--- src/rtl/sync_fifo_pkg.sv ---
// Shared definitions for the counted synchronous FIFO and its read-side drain engine:
// default sizes, the fill-count width helper and the reader hold-off state type.
package sync_fifo_pkg;

  localparam int DATA_WIDTH_DEF = 8;
  localparam int DATA_DEPTH_DEF = 8;

  // Fill count must represent 0..DEPTH inclusive, hence one extra bit.
  function automatic int cnt_w(input int depth);
    return $clog2(depth) + 1;
  endfunction

  typedef enum logic {
    IDLE  = 1'b0,
    DRAIN = 1'b1
  } reader_state_t;

endpackage

--- src/rtl/sync_fifo_reader_if.sv ---
// Bundle of the FIFO read port and the downstream valid/ready stream seen by
// sync_fifo_reader. master = the reader, slave = FIFO plus stream consumer.
interface sync_fifo_reader_if
  import sync_fifo_pkg::*;
#(
  parameter int DATA_WIDTH = DATA_WIDTH_DEF,
  parameter int DATA_DEPTH = DATA_DEPTH_DEF
);

  localparam int CNT_W = cnt_w(DATA_DEPTH);

  logic                  fifo_empty;
  logic [CNT_W-1:0]      fifo_cnt;
  logic [DATA_WIDTH-1:0] fifo_data_out;
  logic                  fifo_rd_en;
  logic [DATA_WIDTH-1:0] m_data;
  logic                  m_valid;
  logic                  m_ready;
  logic [15:0]           xfer_cnt;

  modport master (
    input  fifo_empty, fifo_cnt, fifo_data_out, m_ready,
    output fifo_rd_en, m_data, m_valid, xfer_cnt
  );

  modport slave (
    output fifo_empty, fifo_cnt, fifo_data_out, m_ready,
    input  fifo_rd_en, m_data, m_valid, xfer_cnt
  );

endinterface

--- src/rtl/sync_fifo_reader_skid_buf.sv ---
// stream_skid_buf_2: two-entry in-order buffer (head/tail). Head is the entry
// presented downstream. The caller guarantees no push while full without a pop.
module stream_skid_buf_2 #(
  parameter int DATA_WIDTH = 8
) (
  input  logic                  clk,
  input  logic                  rst,
  input  logic                  push,
  input  logic [DATA_WIDTH-1:0] push_data,
  input  logic                  pop,
  output logic [DATA_WIDTH-1:0] head_data,
  output logic [1:0]            occ
);

  logic [1:0]            occ_q, occ_d;
  logic [DATA_WIDTH-1:0] head_q, head_d;
  logic [DATA_WIDTH-1:0] tail_q, tail_d;

  // Next buffer contents: a landing word always goes behind whatever survives the pop.
  always_comb begin
    occ_d  = occ_q;
    head_d = head_q;
    tail_d = tail_q;
    case (occ_q)
      2'd0: begin
        if (push) begin
          head_d = push_data;
          occ_d  = 2'd1;
        end
      end
      2'd1: begin
        if (push && pop) begin
          head_d = push_data;
        end else if (push) begin
          tail_d = push_data;
          occ_d  = 2'd2;
        end else if (pop) begin
          occ_d  = 2'd0;
        end
      end
      2'd2: begin
        if (pop) begin
          head_d = tail_q;
          if (push) begin
            tail_d = push_data;
          end else begin
            occ_d  = 2'd1;
          end
        end
      end
      default: occ_d = 2'd0;
    endcase
  end

  // Occupancy and head are cleared so the stream reads idle/zero out of reset.
  always_ff @(posedge clk) begin
    if (rst) begin
      occ_q  <= 2'd0;
      head_q <= '0;
    end else begin
      occ_q  <= occ_d;
      head_q <= head_d;
    end
  end

  // Tail only matters while occ is 2, so it carries no reset.
  always_ff @(posedge clk) begin
    tail_q <= tail_d;
  end

  assign head_data = head_q;
  assign occ       = occ_q;

endmodule

--- src/rtl/sync_fifo_reader.sv ---
// sync_fifo_reader: drains a counted synchronous FIFO (1-cycle registered read)
// into a full-throughput valid/ready stream through a 2-entry skid buffer.
// Optional macro SYNC_FIFO_READER_THRESH_EN adds a flush port and an IDLE/DRAIN
// hold-off FSM that waits for RD_THRESH words (or a flush) before reading.
module sync_fifo_reader
  import sync_fifo_pkg::*;
#(
  parameter int DATA_WIDTH = DATA_WIDTH_DEF,
  parameter int DATA_DEPTH = DATA_DEPTH_DEF,
  parameter int RD_THRESH  = 4
) (
  input  logic                    clk,
  input  logic                    rst,
`ifdef SYNC_FIFO_READER_THRESH_EN
  input  logic                    flush,
`endif
  sync_fifo_reader_if.master      bus
);

  localparam int               CNT_W    = cnt_w(DATA_DEPTH);
  localparam logic [CNT_W-1:0] THRESH_C = CNT_W'(RD_THRESH);

  logic                  infl_q, infl_d;
  logic [15:0]           xfer_cnt_q, xfer_cnt_d;
  logic [1:0]            occ;
  logic [DATA_WIDTH-1:0] head_data;
  logic                  m_valid;
  logic                  pop;
  logic [2:0]            committed;
  logic                  rd_room;
  logic                  rd_gate;
  logic                  rd_en;

  assign m_valid = (occ != 2'd0);
  assign pop     = m_valid & bus.m_ready;

  // Slots already spoken for after this cycle's pop; 3 bits so it never wraps.
  assign committed = {1'b0, occ} + {2'b00, infl_q} - {2'b00, pop};
  assign rd_room   = !bus.fifo_empty && (committed < 3'd2);
  assign rd_en     = rd_room && rd_gate;

`ifdef SYNC_FIFO_READER_THRESH_EN
  reader_state_t state_q, state_d;

  // Hold-off FSM: start once enough words are queued or on flush, stop when dry.
  always_comb begin
    state_d = state_q;
    rd_gate = 1'b0;
    case (state_q)
      IDLE: begin
        if ((bus.fifo_cnt >= THRESH_C) || (flush && !bus.fifo_empty)) begin
          state_d = DRAIN;
        end
      end
      DRAIN: begin
        rd_gate = 1'b1;
        if (bus.fifo_empty && !rd_en) begin
          state_d = IDLE;
        end
      end
      default: state_d = IDLE;
    endcase
  end

  // Hold-off state register.
  always_ff @(posedge clk) begin
    if (rst) begin
      state_q <= IDLE;
    end else begin
      state_q <= state_d;
    end
  end
`else
  logic unused_cfg;

  assign rd_gate    = 1'b1;
  assign unused_cfg = ^{bus.fifo_cnt, THRESH_C};
`endif

  // Read in flight tracks the FIFO's registered read latency; beats counted on pop.
  always_comb begin
    infl_d     = rd_en;
    xfer_cnt_d = xfer_cnt_q + {15'd0, pop};
  end

  // Control state; reset discards any word still in flight.
  always_ff @(posedge clk) begin
    if (rst) begin
      infl_q     <= 1'b0;
      xfer_cnt_q <= 16'd0;
    end else begin
      infl_q     <= infl_d;
      xfer_cnt_q <= xfer_cnt_d;
    end
  end

  stream_skid_buf_2 #(
    .DATA_WIDTH (DATA_WIDTH)
  ) u_skid (
    .clk       (clk),
    .rst       (rst),
    .push      (infl_q),
    .push_data (bus.fifo_data_out),
    .pop       (pop),
    .head_data (head_data),
    .occ       (occ)
  );

  assign bus.fifo_rd_en = rd_en;
  assign bus.m_data     = head_data;
  assign bus.m_valid    = m_valid;
  assign bus.xfer_cnt   = xfer_cnt_q;

endmodule
--- src/flat_wrapper.sv ---
// flat-port wrapper written by rule: the top's interface ports become plain ports
module sync_fifo_reader_flat import sync_fifo_pkg::*;
#(
  parameter int DATA_WIDTH = DATA_WIDTH_DEF,
  parameter int DATA_DEPTH = DATA_DEPTH_DEF,
  parameter int RD_THRESH  = 4
)
  (clk, rst, bus_fifo_empty, bus_fifo_cnt, bus_fifo_data_out, bus_m_ready, bus_fifo_rd_en, bus_m_data, bus_m_valid, bus_xfer_cnt);
  sync_fifo_reader_if #(.DATA_WIDTH(DATA_WIDTH), .DATA_DEPTH(DATA_DEPTH)) bus_i ();
  input  logic clk;
  input  logic rst;
  input wire logic [$bits(bus_i.fifo_empty)-1:0] bus_fifo_empty;
  input wire logic [$bits(bus_i.fifo_cnt)-1:0] bus_fifo_cnt;
  input wire logic [$bits(bus_i.fifo_data_out)-1:0] bus_fifo_data_out;
  input wire logic [$bits(bus_i.m_ready)-1:0] bus_m_ready;
  output wire logic [$bits(bus_i.fifo_rd_en)-1:0] bus_fifo_rd_en;
  output wire logic [$bits(bus_i.m_data)-1:0] bus_m_data;
  output wire logic [$bits(bus_i.m_valid)-1:0] bus_m_valid;
  output wire logic [$bits(bus_i.xfer_cnt)-1:0] bus_xfer_cnt;
  assign bus_i.fifo_empty = bus_fifo_empty;
  assign bus_i.fifo_cnt = bus_fifo_cnt;
  assign bus_i.fifo_data_out = bus_fifo_data_out;
  assign bus_i.m_ready = bus_m_ready;
  assign bus_fifo_rd_en = bus_i.fifo_rd_en;
  assign bus_m_data = bus_i.m_data;
  assign bus_m_valid = bus_i.m_valid;
  assign bus_xfer_cnt = bus_i.xfer_cnt;
  sync_fifo_reader #(.DATA_WIDTH(DATA_WIDTH), .DATA_DEPTH(DATA_DEPTH), .RD_THRESH(RD_THRESH)) u_core (.clk(clk), .rst(rst), .bus(bus_i));
endmodule
--- config.mk ---
export PLATFORM = sky130hd
export DESIGN_NAME = sync_fifo_reader_flat
export DESIGN_NICKNAME = d
export VERILOG_FILES = /design/src/rtl/sync_fifo_pkg.sv /design/src/rtl/sync_fifo_reader_if.sv /design/src/rtl/sync_fifo_reader_skid_buf.sv /design/src/rtl/sync_fifo_reader.sv /design/src/flat_wrapper.sv
export SDC_FILE = /design/constraint.sdc
export NUM_CORES = 1
export LEC_CHECK = 0
export CORE_MARGIN = 4
export CORE_UTILIZATION = 35
export DETAILED_ROUTE_END_ITERATION = 12
export PLACE_DENSITY = 0.63
export SYNTH_ARGS = -nofsm -noshare
export SYNTH_HDL_FRONTEND = slang
export SYNTH_SLANG_ARGS = --single-unit
--- constraint.sdc ---
create_clock -name clk -period 3.7 [get_ports clk]
set_input_delay 0.74 -clock clk [delete_from_list [all_inputs] [get_ports clk]]
set_output_delay 0.74 -clock clk [all_outputs]
set_load 0.01 [all_outputs]
# == Word level (Yosys, flattened, before mapping) ==
# Cells that the tools add are included.
# word_totals
register_bits,35
in_bits,16
elab_cells,43
# op_classes
n_eq_ne,8
reduce_logical,10
n_addsub,3
magnitude_cmp,1
n_mux,15
n_bitwise,1
# ops
operator,n
2-to-1 mux 8 bit,6
one-hot mux 8 bit (3 select lines),1
adder 16 x 1 -> 16 bit,1
one-hot mux 8 bit (2 select lines),1
2-to-1 mux 2 bit,6
inequality test 2 bit (second input constant),3
one-hot mux 2 bit (3 select lines),1
AND reduction 5 bit,1
inequality test 2 x 1 -> 1 bit (second input constant),2
AND reduction 4 bit,1
nonzero test 2 bit,2
adder 2 x 1 -> 3 bit,1
< comparator 3 x 2 -> 1 bit (second input constant),1
inequality test 3 x 1 -> 1 bit (second input constant),1
AND reduction 3 bit,1
nonzero test 3 bit,1
subtractor 3 x 1 -> 3 bit,1
== test 2 x 1 -> 1 bit (second input constant),1
== test 2 bit (second input constant),1
logical AND 1 bit,2
logical NOT 2 bit,1
AND 1 bit,1
logical NOT 1 bit,1

# == Logic depth before layout (Yosys ltp) ==
# Gate-level depths: netlist of run 1.
# depth
word_depth,6
ltp_mapped,8

# == By module ==
# A second synthesis of run 1 with hierarchy kept.
# hier_totals
hier_cells,154
area_unflattened_um2,1630.3
# by_module_without_submodules
mod,instances,area_each_um2,cells_per_inst,seq_area_each_um2
sync_fifo_reader,1,837.1,90,340.3
stream_skid_buf_2,1,793.3,64,440.4

# == Least setup slack after synthesis of run 1 ==
# No wires, ideal clock.
# synth_path
kind,input -> output
start,input bus_m_ready
end,output bus_fifo_rd_en
t_arrival_ps,2085
required_ps,2960
cell_stages,6
path_buffers,1
slack_ps,875
path_cell_list,buf_2 > nor2b_1 > o21ai_0 > fa_1 > xor2_1 > nor3b_1
# synth_via
elab_chain_len,4
# synth_lines
item,line,source
"start, declared",flat_wrapper.sv:15,input wire logic [$bits(bus_i.m_ready)-1:0] bus_m_ready;
AND 1 bit,sync_fifo_reader.sv:35,assign pop = m_valid & bus.m_ready;
subtractor 3 x 1 -> 3 bit,sync_fifo_reader.sv:38,"assign committed = {1'b0, occ} + {2'b00, infl_q} - {2'b00, pop};"
< comparator 3 x 2 -> 1 bit,sync_fifo_reader.sv:39,assign rd_room = !bus.fifo_empty && (committed < 3'd2);
logical AND 1 bit,sync_fifo_reader.sv:39,
"end, declared",flat_wrapper.sv:16,output wire logic [$bits(bus_i.fifo_rd_en)-1:0] bus_fifo_rd_en;
# Every way passes these cells.

# == Worst setup path in the final report of run 1 ==
# Ends and elaborated chain as after synthesis.

==> results.ini, run 1 <==
[status]
status = finished, final reports clean

[critical_path]
start_kind = input pin
cp_max_fo = 6
crit_required_ps = 2960
end_kind = output port
crit_type = input pin to output port
arrival_ps = 2680

[min_path]
hold_path.class = flop to flop

[route]
wl_per_cell_um = 12.2
routed_via_density = 4.93
drt_pass1_iterations = 4
antenna_left = 0
drt_wl_total_um = 3120
vias = 1263
drc = 0
initialDrtViolationCount = 48

[grt]
grt_max_degree = 21
busiest_layer = met2
grt_pass1_vias = 1161
grt_pass1_wl_um = 5200
antenna_found_initial = 0
grtUsageTotal_pct = 11.9
grt_util_met2_pct = 18.8
grt_use_met3_pct = 3.83
met1_usage_pct = 14.9
grt-ovfl-total = 0

[yosys]
synth.net_count = 181
netlist_area_um2 = 1610
synth.distinct_cells = 33
ys_ff_latch = 35
synthArstFlopShare_pct = 0
synth_top_area_share_pct = 33.6
synth.area.top_cells = dfxtp_1 34%, edfxtp_1 15%, a311oi_2 7.5%
yosysSeqAreaShare_pct = 48.5
postSynthCellCount = 163
yosys.area.top_type = dfxtp_1
yosysWarnings = 0
syn_area_per_cell_um2 = 9.88
synth_ff_type = dfxtp_1
synth-edff-count = 8

[floorplanning]
die_h_um = 75.8
placeableCoreArea_um2 = 4410
fp.dieArea_um2 = 5750
rows = 24
pin_count = 42
fp.dieW_um = 75.8
initial_core_util_pct = 36.5

[timing]
setup_slack_ps = 284
hold_viol = 0
skew_ps = 7.87
worst_pin_slew_ps = 688
min_period_ps = 3420
drv_slew = 0
relSlewSlack_pct = 54.0
rsz0062_at_grt = false
fmax_mhz = 293
period_share_pct = 92.3
setup_viol = 0

[clock_tree]
htree_levels = 2
postCtsSetupBuffers = 0
clock_sinks = 35
cts_resized = 1
clockRootBuffer = clkbuf_8
clk_pin_slew_worst_paths_ps = 70
clockBufferDepth = 2
insertion_delay_ps = 290
tritoncts = done
numCtsBuffers = 5
holdBufCountCts = 0

[power_and_ir_drop]
power_switching_uw = 191
p_per_area_nw_per_um2 = 373
swShare_pct = 24.3
seqPwrFrac_pct = 52.9
leakagePower_nw = 0.729
power.share.clock_pct = 33.6
power_uw = 785
pwr-share-comb_pct = 13.6
internal_power_uw = 594
vdd_drop_max_v = 0.000280

[layout]
final_cell_mix = 36 x clkdlybuf4s50_1, 27 x nor2_1, 27 x dfxtp_1, 19 x nand2_1
drive_gt1_share_pct = 10.8
nets = 221
diodes = 0
final_common_cell = clkdlybuf4s50_1
syn_to_final_growth_pct = 30.5
final_util_pct = 47.6
finish.instance_area_um2 = 2100
num-fill-cells = 436

[flow_run]
cap_violations = 0

[placed_design]
routabilityCongestion = 0.715
pre_cts_ws_ps = -19.6
hpwlAfterDp_um = 2270
place_area_um2 = 2020
port-buffer-count = 37

[area by class of cell]
cell class / count / area [µm²] / area share [%]
Tap cell: 52 / 65.1 / 3.10
Inverter: 5 / 18.8 / 0.893
Timing Repair Buffer: 41 / 399 / 19.0
Multi-Input combinational cell: 115 / 757 / 36.0
Clock inverter: 1 / 5.00 / 0.238
Clock buffer: 7 / 76.3 / 3.63
Sequential cell: 35 / 781 / 37.1
[worst paths after layout]
path,start,depth (start not counted),end,slack (ps)
worst max-delay path,bus_m_ready,8,bus_fifo_rd_en,280
worst min-delay path,u_core.u_skid.head_data[7]$_SDFFE_PP0P_,2,u_core.u_skid.head_data[7]$_SDFFE_PP0P_,530
worst max register to register,u_core.u_skid.occ[1]$_SDFFE_PP0P_,3,u_core.u_skid.tail_q[1]$_DFFE_PP_,1550
worst min register to register,u_core.u_skid.head_data[7]$_SDFFE_PP0P_,2,u_core.u_skid.head_data[7]$_SDFFE_PP0P_,530
[worst max-delay path, stage by stage]
cell,delay [ps]
clkdlybuf4s50_1,480
buf_4,190
nor2b_1,100
o21ai_0,100
fa_1,390
xor2_1,150
nor3b_1,230
dlygate4sd2_1,300
[cell usage after synthesis (2+ instances only)]
master / instances
xor2_1: 4
dfxtp_1: 27
nand4_1: 5
buf_6: 3
nand3_1: 4
a21oi_1: 6
inv_1: 5
nand2_1: 19
a311oi_2: 8
nor2_1: 27
edfxtp_1: 8
nor4_1: 3
or3_1: 2
o21ai_0: 3
nand2b_1: 3
nor3_1: 2
clkbuf_1: 4
xnor2_1: 8
nor2b_1: 7
a31o_1: 2
[layer usage]
layer  vias up  share of wire [%]
met5         -                  0
met4         0                1.9
met3         7                6.9
met2        32                 44
met1       573                 47
li1        651                  -
[power groups by stage]
stage	Combinational, mW	Sequential, mW	Clock, mW
2_1_floorplan	0.0577	0.426	0
3_3_place_gp	0.107	0.424	0
3_5_place_dp	0.109	0.423	0
4_1_cts	0.108	0.415	0.273
5_1_grt	0.117	0.417	0.288
6_report	0.106	0.415	0.263
[cells by family after synthesis]
group / share of synthesized area [%]
compound gates: 14.6
xor+xnor: 6.53
flops: 48.5
simple gates: 23.2
mux: 0.622
buf+inv: 4.51
fa+ha+maj: 2.02
[sequential cells by signal, indices dropped and copies added, names as in the netlist]
signal,flops
u_core.bus.xfer_cnt,16
u_core.infl_q,1
u_core.u_skid.head_data,8
u_core.u_skid.occ,2
u_core.u_skid.tail_q,8
[per-stage QoR]
step | hold slack (ps) | TNS, ps | std cells
6_report | 532 | 0 | 256
5_1_grt | 561 | 0 | 256
4_1_cts | 537 | 0 | 256
3_5_place_dp | 527 | -19.6 | 248
3_3_place_gp | 518 | -13.1 | 248
2_1_floorplan | 540 | 0 | 163
Note: power is estimated with default switching activity, not from simulation.
==> run 2, diff against run 1 <==
--- a/constraint.sdc
+++ b/constraint.sdc
@@ -3,2 +3,2 @@
 set_output_delay 0.74 -clock clk [all_outputs]
-set_load 0.01 [all_outputs]
+set_load 0.1 [all_outputs]
==> results.ini, run 2 (synthesis gave the netlist of run 1 again) <==
[power_and_ir_drop]
leakagePower_nw = 0.729  ; about the same
vdd_drop_max_v = 0.000273  ; was 0.000280 V
power.share.clock_pct = 30.1  ; was 33.6%
power_switching_uw = 281  ; was 191 µW
internal_power_uw = 598  ; was 594 µW
swShare_pct = 32.0  ; was 24.3%
p_per_area_nw_per_um2 = 417  ; was 373 nW/µm²
pwr-share-comb_pct = 22.6  ; was 13.6%
seqPwrFrac_pct = 47.2  ; was 52.9%

[critical_path]
ff2ff_path_depth = 3  ; unchanged
critical_path.max_stage_delay_ps = 540  ; was 480 ps
crit_start = bus_m_ready  ; unchanged
cp.depth = 7  ; was 8
arrival_ps = 2680  ; about the same
crit_required_ps = 2960  ; about the same
crit_chain = clkdlybuf4s50_1 -> nor2b_1 -> o21ai_0 -> fa_1 -> xor2_1 -> nor3b_4 -> buf_12  ; was clkdlybuf4s50_1 -> buf_4 -> nor2b_1 -> o21ai_0 -> fa_1 -> xor2_1 -> nor3b_1 -> dlygate4sd2_1
r2r-start = u_core.u_skid.occ[1]$_SDFFE_PP0P_  ; unchanged
start_kind = input pin  ; unchanged
cp_max_fo = 4  ; was 6
critPathTopFamily = buffers and inverters  ; unchanged
crit_type = input pin to output port  ; unchanged
slowest_stage = clkdlybuf4s50_1  ; unchanged
end_kind = output port  ; unchanged
crit_buf_inv = 2  ; was 3

[floorplanning]
fp.dieW_um = 75.8  ; unchanged
fp.dieArea_um2 = 5750  ; unchanged
rows = 24  ; unchanged
placeableCoreArea_um2 = 4410  ; unchanged
initial_core_util_pct = 36.5  ; unchanged
pin_count = 42  ; unchanged
die_h_um = 75.8  ; unchanged

[layout]
diodes = 0  ; unchanged
final_cell_mix = 35 x clkdlybuf4s50_1, 27 x nor2_1, 27 x dfxtp_1, 19 x nand2_1  ; was 36 x clkdlybuf4s50_1, 27 x nor2_1, 27 x dfxtp_1, 19 x nand2_1
drive_gt1_share_pct = 11.4  ; was 10.8%
final_common_cell = clkdlybuf4s50_1  ; unchanged
syn_to_final_growth_pct = 30.8  ; was 30.5%
nets = 219  ; was 221
largest_register_ffs = 16  ; unchanged

[timing]
fin_hold_ws_ps = 536  ; was 532 ps
period_share_pct = 92.5  ; was 92.3%
worst_pin_slew_ps = 1010  ; was 688 ps
relSlewSlack_pct = 32.6  ; was 54.0%
fmax_mhz = 292  ; was 293 MHz
tns_ps = 0  ; unchanged
drv_slew = 0  ; unchanged
setup_viol = 0  ; unchanged
min_period_ps = 3420  ; about the same
hold_viol = 0  ; unchanged
skew_ps = 6.94  ; was 7.87 ps
rsz0062_at_grt = false  ; unchanged

[status]
status = finished, final reports clean  ; unchanged

[placed_design]
port-buffer-count = 37  ; unchanged
routabilityCongestion = 0.717  ; was 0.715
hpwlAfterDp_um = 2250  ; was 2270 µm

[clock_tree]
holdBufCountCts = 0  ; unchanged
clockRootBuffer = clkbuf_8  ; unchanged
insertion_delay_ps = 280  ; was 290 ps
cts_resized = 0  ; was 1
clock_sinks = 35  ; unchanged
clk_pin_slew_worst_paths_ps = 60  ; was 70 ps
tritoncts = done  ; unchanged
htree_levels = 2  ; unchanged
postCtsSetupBuffers = 0  ; unchanged
clockBufferDepth = 2  ; unchanged
numCtsBuffers = 5  ; unchanged

[grt]
antenna_found_initial = 0  ; unchanged
grtUsageTotal_pct = 12.2  ; was 11.9%
grt_pass1_wl_um = 5300  ; was 5200 µm
grt-ovfl-total = 0  ; unchanged
grt_max_degree = 29  ; was 21
grt_pass1_vias = 1183  ; was 1161

[route]
routed_via_density = 5.02  ; was 4.93
initialDrtViolationCount = 100  ; was 48
vias = 1276  ; was 1263
drt_pass1_iterations = 4  ; unchanged
drt_wl_total_um = 3250  ; was 3120 µm
drc = 0  ; unchanged
wl_per_cell_um = 12.8  ; was 12.2 µm
antenna_left = 0  ; unchanged

[min_path]
hp-start = u_core.u_skid.head_data[7]$_SDFFE_PP0P_  ; unchanged
hold_path.class = flop to flop  ; unchanged
min_delay_path_depth = 2  ; unchanged

[flow_run]
cap_violations = 0  ; unchanged

## run 2: cell count changes in the layout (fill, tap and decap cells not counted)
cell             change
dlygate4sd2_1        -1
nor3b_4              +1
buf_12               +1
buf_4                -1
clkdlybuf4s50_1      -1
nor3b_1              -1
## run 2: final cells by class
| cell class | instances | area, µm² |
|---|---|---|
| clock buffer | 7 | 76.3 |
| clock inverter | 1 | 5.00 |
| fill | 431 | 2310 |
| inverter | 5 | 18.8 |
| multi-input combinational | 115 | 768 |
| sequential | 35 | 781 |
| tap | 52 | 65.1 |
| timing repair buffer | 39 | 393 |
## run 2: worst paths after layout
check,to,slack (ps)
setup / recovery,bus_fifo_rd_en,280
hold / removal,u_core.u_skid.head_data[7]$_SDFFE_PP0P_,540
setup reg to reg,u_core.u_skid.tail_q[3]$_DFFE_PP_,1570
hold reg to reg,u_core.u_skid.head_data[7]$_SDFFE_PP0P_,540
## run 2: worst min-delay path, cell delays in order (launching register included)
cell      delay, ps
dfxtp_1         310
nor2_1          120
a311oi_2         60
## run 2: stage by stage
stage                     total power, mW  area, µm²  setup WS [ps]  utilization [%]  instances
after global routing                0.920       2110            135             47.7        254
after global placement              0.622       2030            299             45.9        246
after floorplan                     0.573       1620            348                -        163
after detailed placement            0.623       2030            295             45.9        246
final                               0.879       2110            277             47.7        254
after CTS                           0.888       2110            277             47.7        254
## run 2: layer usage
layer	up-vias	part of all wire [%]	track usage [%]
met4	0	1.8	5.83
met3	6	7.4	3.83
li1	646	-	-
met5	-	0	0
met1	585	47	15.3
met2	39	44	18.8
## run 2: power by group through the flow
| stage | clock network (mW) | registers (mW) | logic [mW] |
|---|---|---|---|
| floorplan | 0 | 0.493 | 0.0798 |
| global placement | 0 | 0.424 | 0.198 |
| detailed placement | 0 | 0.424 | 0.200 |
| CTS | 0.273 | 0.415 | 0.200 |
| global route | 0.294 | 0.417 | 0.209 |
| finish | 0.265 | 0.415 | 0.199 |
==> run 3, diff against run 2 <==
Settings changed: PLACE_DENSITY 0.63 to 0.65.
Clock period 3.7 ns to 3 ns, I/O delays scaled along.
==> results.ini, run 3 (synthesis gave the netlist of run 1 again) <==
[layout]
drive_gt1_share_pct = 25.9  ; was 11.4%
final_cell_mix = 31 x buf_4, 27 x nor2_1, 27 x dfxtp_1, 19 x nand2_1, 10 x clkdlybuf4s50_1  ; was 35 x clkdlybuf4s50_1, 27 x nor2_1, 27 x dfxtp_1, 19 x nand2_1
syn_to_final_growth_pct = 29.4  ; was 30.8%
largest_register_ffs = 16  ; unchanged
num-fill-cells = 433  ; was 431
diodes = 0  ; unchanged
final_common_cell = buf_4  ; was clkdlybuf4s50_1
fin_cells = 257  ; was 254
nets = 223  ; was 219

[clock_tree]
tritoncts = done  ; unchanged
insertion_delay_ps = 280  ; about the same
holdBufCountCts = 0  ; unchanged
clk_pin_slew_worst_paths_ps = 60  ; about the same
clockBufferDepth = 2  ; unchanged
clock_sinks = 35  ; unchanged
postCtsSetupBuffers = 0  ; unchanged
htree_levels = 2  ; unchanged
numCtsBuffers = 5  ; unchanged
clockRootBuffer = clkbuf_8  ; unchanged
cts_resized = 1  ; was 0

[status]
status = finished, final reports clean  ; unchanged

[route]
wl_per_cell_um = 12.5  ; was 12.8 µm
vias = 1246  ; was 1276
drt_pass1_iterations = 4  ; unchanged
drc = 0  ; unchanged
antenna_left = 0  ; unchanged
initialDrtViolationCount = 69  ; was 100
routed_via_density = 4.85  ; was 5.02
drt_wl_total_um = 3230  ; was 3250 µm

[grt]
grt_pass1_wl_um = 5170  ; was 5300 µm
grt_pass1_vias = 1118  ; was 1183
grtUsageTotal_pct = 12.1  ; was 12.2%
antenna_found_initial = 0  ; unchanged
grt_max_degree = 19  ; was 29
grt-ovfl-total = 0  ; unchanged

[placed_design]
routabilityCongestion = 0.719  ; was 0.717
pre_cts_ws_ps = -31.7  ; was 295 ps
place_inst = 250  ; was 246
hpwlAfterDp_um = 2310  ; was 2250 µm
port-buffer-count = 37  ; unchanged

[floorplanning]
pin_count = 42  ; unchanged
rows = 24  ; unchanged
die_h_um = 75.8  ; unchanged
fp.dieW_um = 75.8  ; unchanged
placeableCoreArea_um2 = 4410  ; unchanged
initial_core_util_pct = 36.5  ; unchanged
fp.dieArea_um2 = 5750  ; unchanged

[critical_path]
slowest_stage = fa_2  ; was clkdlybuf4s50_1
end_kind = output port  ; unchanged
crit_type = input pin to output port  ; unchanged
crit_buf_inv = 3  ; was 2
arrival_ps = 2200  ; was 2680 ps
start_kind = input pin  ; unchanged
critPathTopFamily = buffers and inverters  ; unchanged
critical_path.max_stage_delay_ps = 550  ; was 540 ps
crit_chain = dlygate4sd2_1 -> buf_4 -> nor2b_1 -> o21ai_0 -> fa_2 -> nor3b_4 -> buf_12  ; was clkdlybuf4s50_1 -> nor2b_1 -> o21ai_0 -> fa_1 -> xor2_1 -> nor3b_4 -> buf_12
crit_required_ps = 2400  ; was 2960 ps
cp_max_fo = 4  ; unchanged

[timing]
relSlewSlack_pct = 61.8  ; was 32.6%
worst_pin_slew_ps = 571  ; was 1010 ps
setup_slack_ps = 202  ; was 277 ps
drv_slew = 0  ; unchanged
rsz0062_at_grt = false  ; unchanged
min_period_ps = 2800
fin_hold_ws_ps = 531  ; was 536 ps
period_share_pct = 93.3
setup_viol = 0  ; unchanged
skew_ps = 7.21  ; was 6.94 ps
hold_viol = 0  ; unchanged
fmax_mhz = 357

[power_and_ir_drop]
power_mw = 1.07  ; was 879 µW
leakagePower_nw = 0.799  ; was 0.729 nW
p_per_area_nw_per_um2 = 513  ; was 417 nW/µm²
vdd_drop_max_v = 0.000196  ; was 0.000273 V

[min_path]
hold_path.class = flop to flop  ; unchanged

[flow_run]
cap_violations = 0  ; unchanged

-- run 3: worst paths after layout --
| kind | slack (ps) | cells past startpoint | from | end |
|---|---|---|---|---|
| setup / recovery | 200 | 7 | bus_m_ready | bus_fifo_rd_en |
| hold / removal | 530 | 2 | u_core.bus.xfer_cnt[5]$_SDFF_PP0_ | u_core.bus.xfer_cnt[5]$_SDFF_PP0_ |
| setup reg to reg | 990 | 8 | u_core.u_skid.occ[0]$_SDFFE_PP0P_ | u_core.bus.xfer_cnt[14]$_SDFF_PP0_ |
| hold reg to reg | 530 | 2 | u_core.bus.xfer_cnt[5]$_SDFF_PP0_ | u_core.bus.xfer_cnt[5]$_SDFF_PP0_ |
-- run 3: per-stage QoR --
step                area [µm²]  utilization, %  TNS (ps)
global route              2080            47.2         0
detailed placement        2010            45.5     -31.7
CTS                       2080            47.2         0
global placement          2010            45.5    -0.597
finish                    2080            47.2         0
floorplan                 1640               -         0
-- run 3: metal layers --
layer  track usage (%)  part of all wire, %
met2              18.3                   46
met1              15.2                   47
met3              4.09                  5.0
met4              5.83                  1.8
met5                 0                    0
-- run 3: power breakdown --
group | internal [mW] | switching (mW)
Clock | 0.160 | 0.154
Sequential | 0.498 | 0.0141
Combinational | 0.0750 | 0.169
-- run 3: layout make-up --
class                           count  area, µm²  area share (%)
Timing Repair Buffer               43        362            17.3
Multi-Input combinational cell    115        782            37.5
Tap cell                           52       65.1            3.12
Clock buffer                        7       76.3            3.66
Sequential cell                    35        781            37.5
Inverter                            5       18.8           0.900
-- run 3: worst register-to-register path: stages, from the launching register on --
cell and delay (ps):
dfxtp_1 540, o21ai_2 90, buf_4 150, nor2_1 90, ha_1 230, nand4_1 200
nor4_1 400, xnor2_1 160, nor2_1 50
